File: src/rtl/led_seq_ctrl.sv
// rtl/led_seq_ctrl.sv - LED bank pattern sequencer with handshake-loaded mode/speed
//
// Steps an LED bank through one of several animation patterns. A host loads
// mode, speed and a static pattern over a valid/ready handshake. run_en
// pauses and resumes the animation without losing the prescaler phase.
//
// Ports:
//   sys_clk     system clock
//   sys_nrst    asynchronous active-low reset
//   cfg_valid   host offers a configuration
//   cfg_ready   configuration accepted this cycle (low only while loading)
//   cfg_mode    pattern select (0 ROTL, 1 ROTR, 2 BOUNCE, 3 BLINK, 4 FILL, 5 STATIC)
//   cfg_speed   step period = TICK_DIV >> cfg_speed
//   cfg_static  pattern shown in STATIC mode
//   run_en      1 = animate, 0 = freeze
//   cfg_err     one-cycle pulse when a reserved mode is offered
//   step        one-cycle pulse on every pattern update
//   led         LED drive, 1 = lit
module led_seq_ctrl #(
  parameter int TICK_DIV = 50_000_000,
  parameter int LED_W    = 8
) (
  input  logic             sys_clk,
  input  logic             sys_nrst,
  input  logic             cfg_valid,
  output logic             cfg_ready,
  input  logic [2:0]       cfg_mode,
  input  logic [1:0]       cfg_speed,
  input  logic [LED_W-1:0] cfg_static,
  input  logic             run_en,
  output logic             cfg_err,
  output logic             step,
  output logic [LED_W-1:0] led
);

  localparam int PW = $clog2(TICK_DIV);

  localparam logic [2:0] M_ROTL   = 3'd0;
  localparam logic [2:0] M_ROTR   = 3'd1;
  localparam logic [2:0] M_BOUNCE = 3'd2;
  localparam logic [2:0] M_BLINK  = 3'd3;
  localparam logic [2:0] M_FILL   = 3'd4;
  localparam logic [2:0] M_STATIC = 3'd5;

  localparam logic [LED_W-1:0] PAT_LSB = {{(LED_W-1){1'b0}}, 1'b1};
  localparam logic [LED_W-1:0] PAT_MSB = {1'b1, {(LED_W-1){1'b0}}};

  typedef enum logic [1:0] {S_IDLE, S_LOAD, S_RUN, S_HOLD} state_t;

  state_t           state_q;
  logic [2:0]       mode_q;
  logic [1:0]       speed_q;
  logic [LED_W-1:0] static_q;
  logic [LED_W-1:0] led_q;
  logic [PW-1:0]    presc_q;
  logic             dir_q;       // 0 = moving toward MSB, 1 = toward LSB
  logic             cfg_ready_q;
  logic             cfg_err_q;
  logic             step_q;

  logic [LED_W-1:0] led_d;
  logic             dir_d;
  logic [LED_W-1:0] init_pat;
  logic [31:0]      period;
  logic             xfer;
  logic             xfer_ok;
  logic             tick;

  assign xfer    = cfg_valid && cfg_ready_q;
  assign xfer_ok = xfer && (cfg_mode <= M_STATIC);
  assign period  = 32'(TICK_DIV) >> speed_q;
  assign tick    = (32'(presc_q) == period - 32'd1);

  always_comb begin
    case (mode_q)
      M_ROTL, M_BOUNCE: init_pat = PAT_LSB;
      M_ROTR:           init_pat = PAT_MSB;
      M_STATIC:         init_pat = static_q;
      default:          init_pat = '0;
    endcase
  end

  // Next pattern for the current mode; the bounce direction flips on the
  // step that lands on an end LED so that LED is lit for exactly one step.
  always_comb begin
    led_d = led_q;
    dir_d = dir_q;
    case (mode_q)
      M_ROTL: led_d = {led_q[LED_W-2:0], led_q[LED_W-1]};
      M_ROTR: led_d = {led_q[0], led_q[LED_W-1:1]};
      M_BOUNCE: begin
        if (!dir_q) begin
          led_d = led_q << 1;
          if (led_d == PAT_MSB) dir_d = 1'b1;
        end else begin
          led_d = led_q >> 1;
          if (led_d == PAT_LSB) dir_d = 1'b0;
        end
      end
      M_BLINK: led_d = ~led_q;
      M_FILL:  led_d = (&led_q) ? '0 : {led_q[LED_W-2:0], 1'b1};
      default: led_d = led_q;
    endcase
  end

  always_ff @(posedge sys_clk or negedge sys_nrst) begin
    if (!sys_nrst) begin
      state_q     <= S_IDLE;
      mode_q      <= M_ROTL;
      speed_q     <= '0;
      static_q    <= '0;
      led_q       <= '0;
      presc_q     <= '0;
      dir_q       <= 1'b0;
      cfg_ready_q <= 1'b1;
      cfg_err_q   <= 1'b0;
      step_q      <= 1'b0;
    end else begin
      cfg_err_q   <= xfer && !xfer_ok;
      step_q      <= 1'b0;
      cfg_ready_q <= 1'b1;
      // An accepted configuration overrides any tick or run_en change.
      if (xfer_ok) begin
        mode_q      <= cfg_mode;
        speed_q     <= cfg_speed;
        static_q    <= cfg_static;
        state_q     <= S_LOAD;
        cfg_ready_q <= 1'b0;
      end else begin
        case (state_q)
          S_IDLE: led_q <= '0;
          S_LOAD: begin
            led_q   <= init_pat;
            presc_q <= '0;
            dir_q   <= 1'b0;
            state_q <= run_en ? S_RUN : S_HOLD;
          end
          S_RUN: begin
            if (!run_en) begin
              state_q <= S_HOLD;
            end else if (tick) begin
              presc_q <= '0;
              if (mode_q != M_STATIC) begin
                led_q  <= led_d;
                dir_q  <= dir_d;
                step_q <= 1'b1;
              end
            end else begin
              presc_q <= presc_q + 1'b1;
            end
          end
          default: begin
            if (run_en) state_q <= S_RUN;
          end
        endcase
      end
    end
  end

  assign cfg_ready = cfg_ready_q;
  assign cfg_err   = cfg_err_q;
  assign step      = step_q;
  assign led       = led_q;

endmodule

File: config.mk
export PLATFORM = sky130hd
export DESIGN_NAME = led_seq_ctrl
export DESIGN_NICKNAME = d
export VERILOG_FILES = /design/src/rtl/led_seq_ctrl.sv
export SDC_FILE = /design/constraint.sdc
export NUM_CORES = 1
export LEC_CHECK = 0
export ABC_AREA = 0
export ABC_CLOCK_PERIOD_IN_PS = 3200
export BUFFER_PORTS_ARGS = -buffer_cell sky130_fd_sc_hd__buf_2
export CORE_MARGIN = 8
export CORE_UTILIZATION = 30
export DETAILED_ROUTE_END_ITERATION = 6
export GPL_ROUTABILITY_DRIVEN = 0
export PLACE_DENSITY = 0.5
export REMOVE_ABC_BUFFERS = 1
export SLEW_MARGIN = 0
export SYNTH_ARGS = -nofsm -noshare
export SYNTH_HDL_FRONTEND = slang
export SYNTH_SLANG_ARGS = --single-unit
File: constraint.sdc
create_clock -name sys_clk -period 3.2 [get_ports sys_clk]
set_clock_uncertainty 0.1 [all_clocks]
set_input_delay 0.48 -clock sys_clk [delete_from_list [all_inputs] [get_ports sys_clk]]
set_output_delay 0.48 -clock sys_clk [all_outputs]
set_load 0.005 [all_outputs]
* After elaboration in Yosys (flattened, before gate mapping)
Index checks and enable logic that the tools add are counted.
** Storage, ports and cells
- Register bits after elaboration :: 53
- Word-level logic and storage cells :: 79
** Cells by class
- $lt $le $gt $ge :: 1
- Shift-type cells :: 1
- Multiplexer cells :: 30
- Add/sub/neg operators :: 2
- Eq/ne operators :: 18
- Reductions and logical operators :: 15
- Bitwise gates (word level) :: 2
** Operators with widths (number)
- $mux W26 :: 2
- $pmux W26 S2 :: 1
- $pmux W8 S3 :: 2
- $mux W8 :: 5
- $pmux W8 S5 :: 1
- $eq A26 B32 Y1 :: 1
- $shr A26 B2 Y32 const A :: 1
- $sub A32 B1 Y32 const B :: 1
- $add A26 B1 Y26 const B :: 1
- $mux W1 :: 14
- $reduce_and A6 Y1 :: 2
- $ne A2 B2 Y1 const B :: 4
- $not A8 Y8 :: 1
- $reduce_and A8 Y1 :: 1
- $eq A7 B1 Y1 const B :: 1
- $eq A7 B7 Y1 const B :: 1
- $eq A3 B2 Y1 const B :: 2
- $eq A3 B3 Y1 const B :: 2
- $mux W2 :: 3
- $ne A3 B3 Y1 const B :: 2
- $ne A6 B1 Y1 const B :: 1
- $pmux W2 S3 :: 1
- $reduce_and A3 Y1 :: 2
- $reduce_bool A4 Y1 :: 1
- 14 further kinds :: 16

* Logic depth before layout (Yosys ltp)
- Depth after elaboration :: 8
- Mapped depth :: 9
- Gate-level depth less buffers :: 8

* Worst setup path after synthesis
OpenSTA, ideal clock, no wires.
- Path kind :: reg-to-reg
- From :: register state_q[0]
- To :: register presc_q[21]
- Data arrival time :: 1.979 ns
- Period minus slack after synthesis :: 2.205 ns
- Buffers on the path :: 0
- Slack :: 0.995 ns
- Stages on the path, launching flop included :: 9
- Cell sequence :: dfrtp_1 -> inv_1 -> ha_1 -> nor2b_1 -> a2111o_1 -> nor4_4 -> nand3_1 -> xnor2_1 -> nor2b_1
** Between the ends
- Word-level cells in the longest chain between the ends :: 3
- Elaborated cells between the ends (all ways) :: 6
- Those cells by class :: 3 x eq/ne; 1 x mux; 2 x reduce/logical
** Ends and longest elaborated chain
- start: declaration :: RTL line 50 : state_t state_q;
- start signal: assignment :: RTL line 136 : state_q <= run_en ? S_RUN : S_HOLD;
- $eq A2 B2 Y1 / $eq A2 B1 Y1 (equally long branches) :: RTL line 130 : case (state_q)
- $ne A2 B2 Y1 (no line) / $reduce_bool A2 Y1 (equally long branches)
- $reduce_and A3 Y1 (no line)
- end signal: assignment :: RTL line 149 : presc_q <= presc_q + 1'b1;
- end: declaration :: RTL line 55 : logic [PW-1:0] presc_q;
Several ways; a longest one is shown, not always the timed one.
A chain may end at the register's enable or synchronous reset.

* Worst setup path in the final report
- From :: register speed_q[0]
- To :: register presc_q[24]
** Between the ends
- Word-level cells in the longest chain between the ends :: 6
** Ends and longest elaborated chain
- start: declaration :: RTL line 52 : logic [1:0] speed_q;
- start signal: assignment :: RTL line 125 : speed_q <= cfg_speed;
- $shr A26 B2 Y32 :: RTL line 71 : assign period = 32'(TICK_DIV) >> speed_q;
- $sub A32 B1 Y32 :: RTL line 72 : assign tick = (32'(presc_q) == period - 32'd1);
- $eq A26 B32 Y1 :: RTL line 72
- $mux W26 :: RTL line 141 : end else if (tick) begin
- $mux W26 :: RTL line 139 : if (!run_en) begin
- $pmux W26 S2 :: RTL line 130
Every way passes these cells. The select of a mux whose other input is x is not followed.

==> impl_results.html <==
<table>
<tr><th>Metric</th><th>Value</th></tr>
<tr><th colspan="2">Clock tree</th></tr>
<tr><td>Total CTS buffers</td><td>5</td></tr>
<tr><td>CTS hold repair buffers</td><td>1</td></tr>
<tr><td>Clock input transition at the sequential cells of the worst setup and hold paths</td><td>100 ps</td></tr>
<tr><td>Count of clock tree sinks</td><td>53</td></tr>
<tr><td>Bufs on Longest Clock Path</td><td>2</td></tr>
<tr><td>Total setup buffers inserted after CTS</td><td>0</td></tr>
<tr><td>Max H-tree Level</td><td>2</td></tr>
<tr><td>CTS tree</td><td>built</td></tr>
<tr><td>Count of instances resized after the clock tree is built</td><td>0</td></tr>
<tr><td>Clock latency of the later-clocked register in the worst-skew pair</td><td>320 ps</td></tr>
<tr><td>Clock root buffer</td><td>sky130_fd_sc_hd__clkbuf_8</td></tr>
<tr><th colspan="2">Drt</th></tr>
<tr><td>Routed via count</td><td>2,722</td></tr>
<tr><td>First-pass detailed-route iteration total</td><td>4</td></tr>
<tr><td>Number of DRC markers after the initial detailed-route iteration</td><td>149</td></tr>
<tr><td>Via/cell ratio</td><td>5.00</td></tr>
<tr><td>Residual DRC</td><td>0</td></tr>
<tr><td>Remaining antenna violation count after routing</td><td>0</td></tr>
<tr><td>Post-detailed-routing wire length</td><td>7940 um</td></tr>
<tr><td>Detailed-route wire length per cell</td><td>14.6 um</td></tr>
<tr><th colspan="2">Critical path</th></tr>
<tr><td>Data required time at the worst endpoint</td><td>3290 ps</td></tr>
<tr><td>Largest driver fanout on the critical path</td><td>24</td></tr>
<tr><td>Kind of end point of the critical path</td><td>flip-flop</td></tr>
<tr><td>CP Data Arrival Time</td><td>2560 ps</td></tr>
<tr><td>Depth of the worst register-to-register path</td><td>7</td></tr>
<tr><td>Worst r2r src</td><td>speed_q[0]</td></tr>
<tr><td>Start-to-end type of the worst setup path</td><td>flip-flop to flip-flop</td></tr>
<tr><td>Internal reg-to-reg setup slack</td><td>740 ps</td></tr>
<tr><td>Worst setup SP type</td><td>flip-flop</td></tr>
<tr><td>Reg-to-reg critical path endpoint</td><td>presc_q[24]</td></tr>
<tr><th colspan="2">Power</th></tr>
<tr><td>Leakage power total</td><td>0.00170 uW</td></tr>
<tr><td>Part of the total power dissipated in the clock network</td><td>25.0%</td></tr>
<tr><td>Power share of the sequential group</td><td>40.1%</td></tr>
<tr><td>Worst IR Drop VDD</td><td>232 uV</td></tr>
<tr><td>Share of total power in combinational logic</td><td>34.9%</td></tr>
<tr><td>Pwr per Cell Area</td><td>580 nW/um2</td></tr>
<tr><td>Power after layout</td><td>2180 uW</td></tr>
<tr><td>Internal power</td><td>1340 uW</td></tr>
<tr><td>Switching power</td><td>832 uW</td></tr>
<tr><td>Switching Share</td><td>38.3%</td></tr>
<tr><th colspan="2">STA</th></tr>
<tr><td>Maximum clock frequency</td><td>406 MHz</td></tr>
<tr><td>Final setup violating endpoints</td><td>0</td></tr>
<tr><td>Number of slew-limit violations in the final report</td><td>0</td></tr>
<tr><td>Final min period</td><td>2460 ps</td></tr>
<tr><td>RSZ-0062 raised after global routing</td><td>false</td></tr>
<tr><td>Max-Slew Margin vs Limit</td><td>65.0%</td></tr>
<tr><td>Summed negative setup slack over all endpoints</td><td>0 ps</td></tr>
<tr><td>Final Cycle Share</td><td>77.0%</td></tr>
<tr><td>Final-report hold violation count</td><td>0</td></tr>
<tr><td>Actual slew at the worst max-slew pin</td><td>525 ps</td></tr>
<tr><th colspan="2">Floorplanning</th></tr>
<tr><td>Row Count</td><td>38</td></tr>
<tr><td>Height of the die</td><td>121 um</td></tr>
<tr><td>Floorplan Core Area</td><td>10,800 um2</td></tr>
<tr><td>Initial standard-cell utilization of the core</td><td>30.7%</td></tr>
<tr><td>Area enclosed by the die boundary</td><td>14,700 um2</td></tr>
<tr><td>Total I/O pin count</td><td>28</td></tr>
<tr><td>Horizontal die dimension</td><td>121 um</td></tr>
<tr><th colspan="2">Logic synthesis</th></tr>
<tr><td>Synth top area share</td><td>39.0%</td></tr>
<tr><td>Total of flip-flops plus latches after synthesis</td><td>53</td></tr>
<tr><td>Netlist cell types</td><td>58</td></tr>
<tr><td>Synth Cell Area</td><td>3330 um2</td></tr>
<tr><td>Cell types occupying the most area after synthesis</td><td>sky130_fd_sc_hd__dfrtp_1, sky130_fd_sc_hd__nand2_1, sky130_fd_sc_hd__nor2_1, sky130_fd_sc_hd__xnor2_1, sky130_fd_sc_hd__xor2_1</td></tr>
<tr><td>Sequential fraction of the synthesis area</td><td>39.8%</td></tr>
<tr><td>Top_reg_cell synth</td><td>sky130_fd_sc_hd__dfrtp_1</td></tr>
<tr><td>Instance count of the mapped netlist</td><td>377</td></tr>
<tr><td>Average size of a mapped cell</td><td>8.84 um2</td></tr>
<tr><td>YS warnings</td><td>0</td></tr>
<tr><td>Biggest area consumer among synthesized cells</td><td>sky130_fd_sc_hd__dfrtp_1</td></tr>
<tr><td>Share of async-settable or async-resettable flops after synthesis</td><td>100%</td></tr>
<tr><td>EDFF count, synth</td><td>0</td></tr>
<tr><th colspan="2">Hold path</th></tr>
<tr><td>Cells on Worst Hold Path</td><td>3</td></tr>
<tr><td>Endpoint with the worst hold slack</td><td>static_q[6]</td></tr>
<tr><td>Start point of the worst min-delay path</td><td>cfg_static[6]</td></tr>
<tr><td>Worst hold path type</td><td>input pin to flip-flop</td></tr>
<tr><th colspan="2">Cells and area</th></tr>
<tr><td>Net count reported at finish</td><td>425</td></tr>
<tr><td>Layout filler cell count</td><td>1,140</td></tr>
<tr><td>Ant diodes</td><td>0</td></tr>
<tr><td>Most common library cell in the layout ignoring fill and taps</td><td>sky130_fd_sc_hd__nand2_1</td></tr>
<tr><td>Area growth from synthesis to layout</td><td>12.5%</td></tr>
<tr><td>Share of final-layout standard cells stronger than drive strength 1</td><td>16.6%</td></tr>
<tr><td>Commonest cells after routing, fill and taps aside</td><td>sky130_fd_sc_hd__nand2_1, sky130_fd_sc_hd__dfrtp_1, sky130_fd_sc_hd__nor2_1</td></tr>
<tr><th colspan="2">Global route</th></tr>
<tr><td>Global-route wire length before repair</td><td>13,700 um</td></tr>
<tr><td>Largest net degree at the start of global routing</td><td>39</td></tr>
<tr><td>Overall fraction of global-route tracks in use</td><td>11.4%</td></tr>
<tr><td>Initial antenna violation count</td><td>0</td></tr>
<tr><td>Number of global-route vias before repair</td><td>2,670</td></tr>
<tr><td>GRT Residual Overflow</td><td>0</td></tr>
<tr><th colspan="2">Placement</th></tr>
<tr><td>Final HPWL DP</td><td>5790 um</td></tr>
<tr><td>Input/output buffers</td><td>27</td></tr>
<tr><th colspan="2">Outcome</th></tr>
<tr><td>Run status</td><td>completed</td></tr>
<tr><th colspan="2">Run</th></tr>
<tr><td>Number of max-cap violations</td><td>0</td></tr>
</table>
metal layers:
layer / GRT usage [%] / wire length [um]
met1: 15.4 / 3910
met2: 17.9 / 3620
met3: 2.00 / 276
met4: 4.09 / 135
met5: 0 / 0
power by group through the flow:
stage	Sequential (uW)	Clock [uW]	Combinational, uW
CTS	870	564	766
global placement	882	0	763
global route	886	582	867
finish	873	543	760
detailed placement	883	0	762
floorplan	852	0	508
worst max-delay path, stage by stage (launching register included):
cell                        delay, ps
sky130_fd_sc_hd__dfrtp_1          680
sky130_fd_sc_hd__xnor2_1          200
sky130_fd_sc_hd__a2111oi_4        410
sky130_fd_sc_hd__o221a_4          240
sky130_fd_sc_hd__nand4b_4         130
sky130_fd_sc_hd__a21oi_4          160
sky130_fd_sc_hd__buf_4            310
sky130_fd_sc_hd__nor2b_1           90
synth_stat cells (4+ instances only):
cell	number
sky130_fd_sc_hd__a22o_1	8
sky130_fd_sc_hd__and3_1	9
sky130_fd_sc_hd__nor2_1	40
sky130_fd_sc_hd__ha_1	5
sky130_fd_sc_hd__a22oi_1	6
sky130_fd_sc_hd__inv_1	16
sky130_fd_sc_hd__nand3_1	14
sky130_fd_sc_hd__nor2b_1	10
sky130_fd_sc_hd__mux2i_1	6
sky130_fd_sc_hd__o21ai_0	12
sky130_fd_sc_hd__nor3_1	7
sky130_fd_sc_hd__nand4_1	5
sky130_fd_sc_hd__xor2_1	10
sky130_fd_sc_hd__mux2_1	4
sky130_fd_sc_hd__nand2b_1	6
sky130_fd_sc_hd__a21oi_1	14
sky130_fd_sc_hd__nand2_1	65
sky130_fd_sc_hd__clkbuf_1	9
sky130_fd_sc_hd__dfrtp_1	52
sky130_fd_sc_hd__xnor2_1	15
sky130_fd_sc_hd__and2_1	4
sky130_fd_sc_hd__nor2_2	10
how the worst max path moves through the flow:
stage	to	slack, ps	startpoint
floorplan	led[2]	770	cfg_ready
global placement	presc_q[21]	720	state_q[0]
detailed placement	presc_q[21]	720	state_q[0]
CTS	presc_q[24]	710	speed_q[0]
global route	presc_q[13]	490	speed_q[0]
finish	presc_q[24]	740	speed_q[0]
cell type report:
type                       count  area (um2)  share of cell area [%]
clock buffer                   5        68.8                    1.84
sequential                    53        1330                    35.4
clock inverter                 3        65.1                    1.74
multi-input combinational    292        1850                    49.5
timing repair buffer          35         198                    5.27
tap                          140         175                    4.67
inverter                      16        60.1                    1.60
sequential cells by signal (all words and copies together) (netlist names):
register,flops
speed_q,2
cfg_err,1
step,1
dir_q,1
mode_q,3
state_q,2
led,8
presc_q,26
cfg_ready,1
static_q,8
through the flow:
stage	instances	utilization, %	instance area [um2]	setup slack (ps)	hold slack [ps]
6_report	544	34.6	3750	736	252
5_1_grt	544	34.6	3750	491	249
4_1_cts	544	34.6	3750	712	241
3_5_place_dp	535	33.3	3600	721	316
3_3_place_gp	535	33.3	3600	724	309
2_1_floorplan	361	-	3240	774	84.4
kinds of logic (layout without fill, tap and decap cells):
logic type / after synthesis / in the layout / share of synthesized area (%)
AND/OR/NAND/NOR: 190 / 190 / 29.7
AO/OA/AOI/OAI: 62 / 62 / 14.3
flip-flops: 53 / 53 / 39.8
buffers and inverters: 32 / 59 / 4.54
XOR/XNOR: 25 / 25 / 6.57
multiplexers: 10 / 10 / 3.15
adder cells (fa/ha/maj): 5 / 5 / 1.88
(Power assumes the default switching activity.)
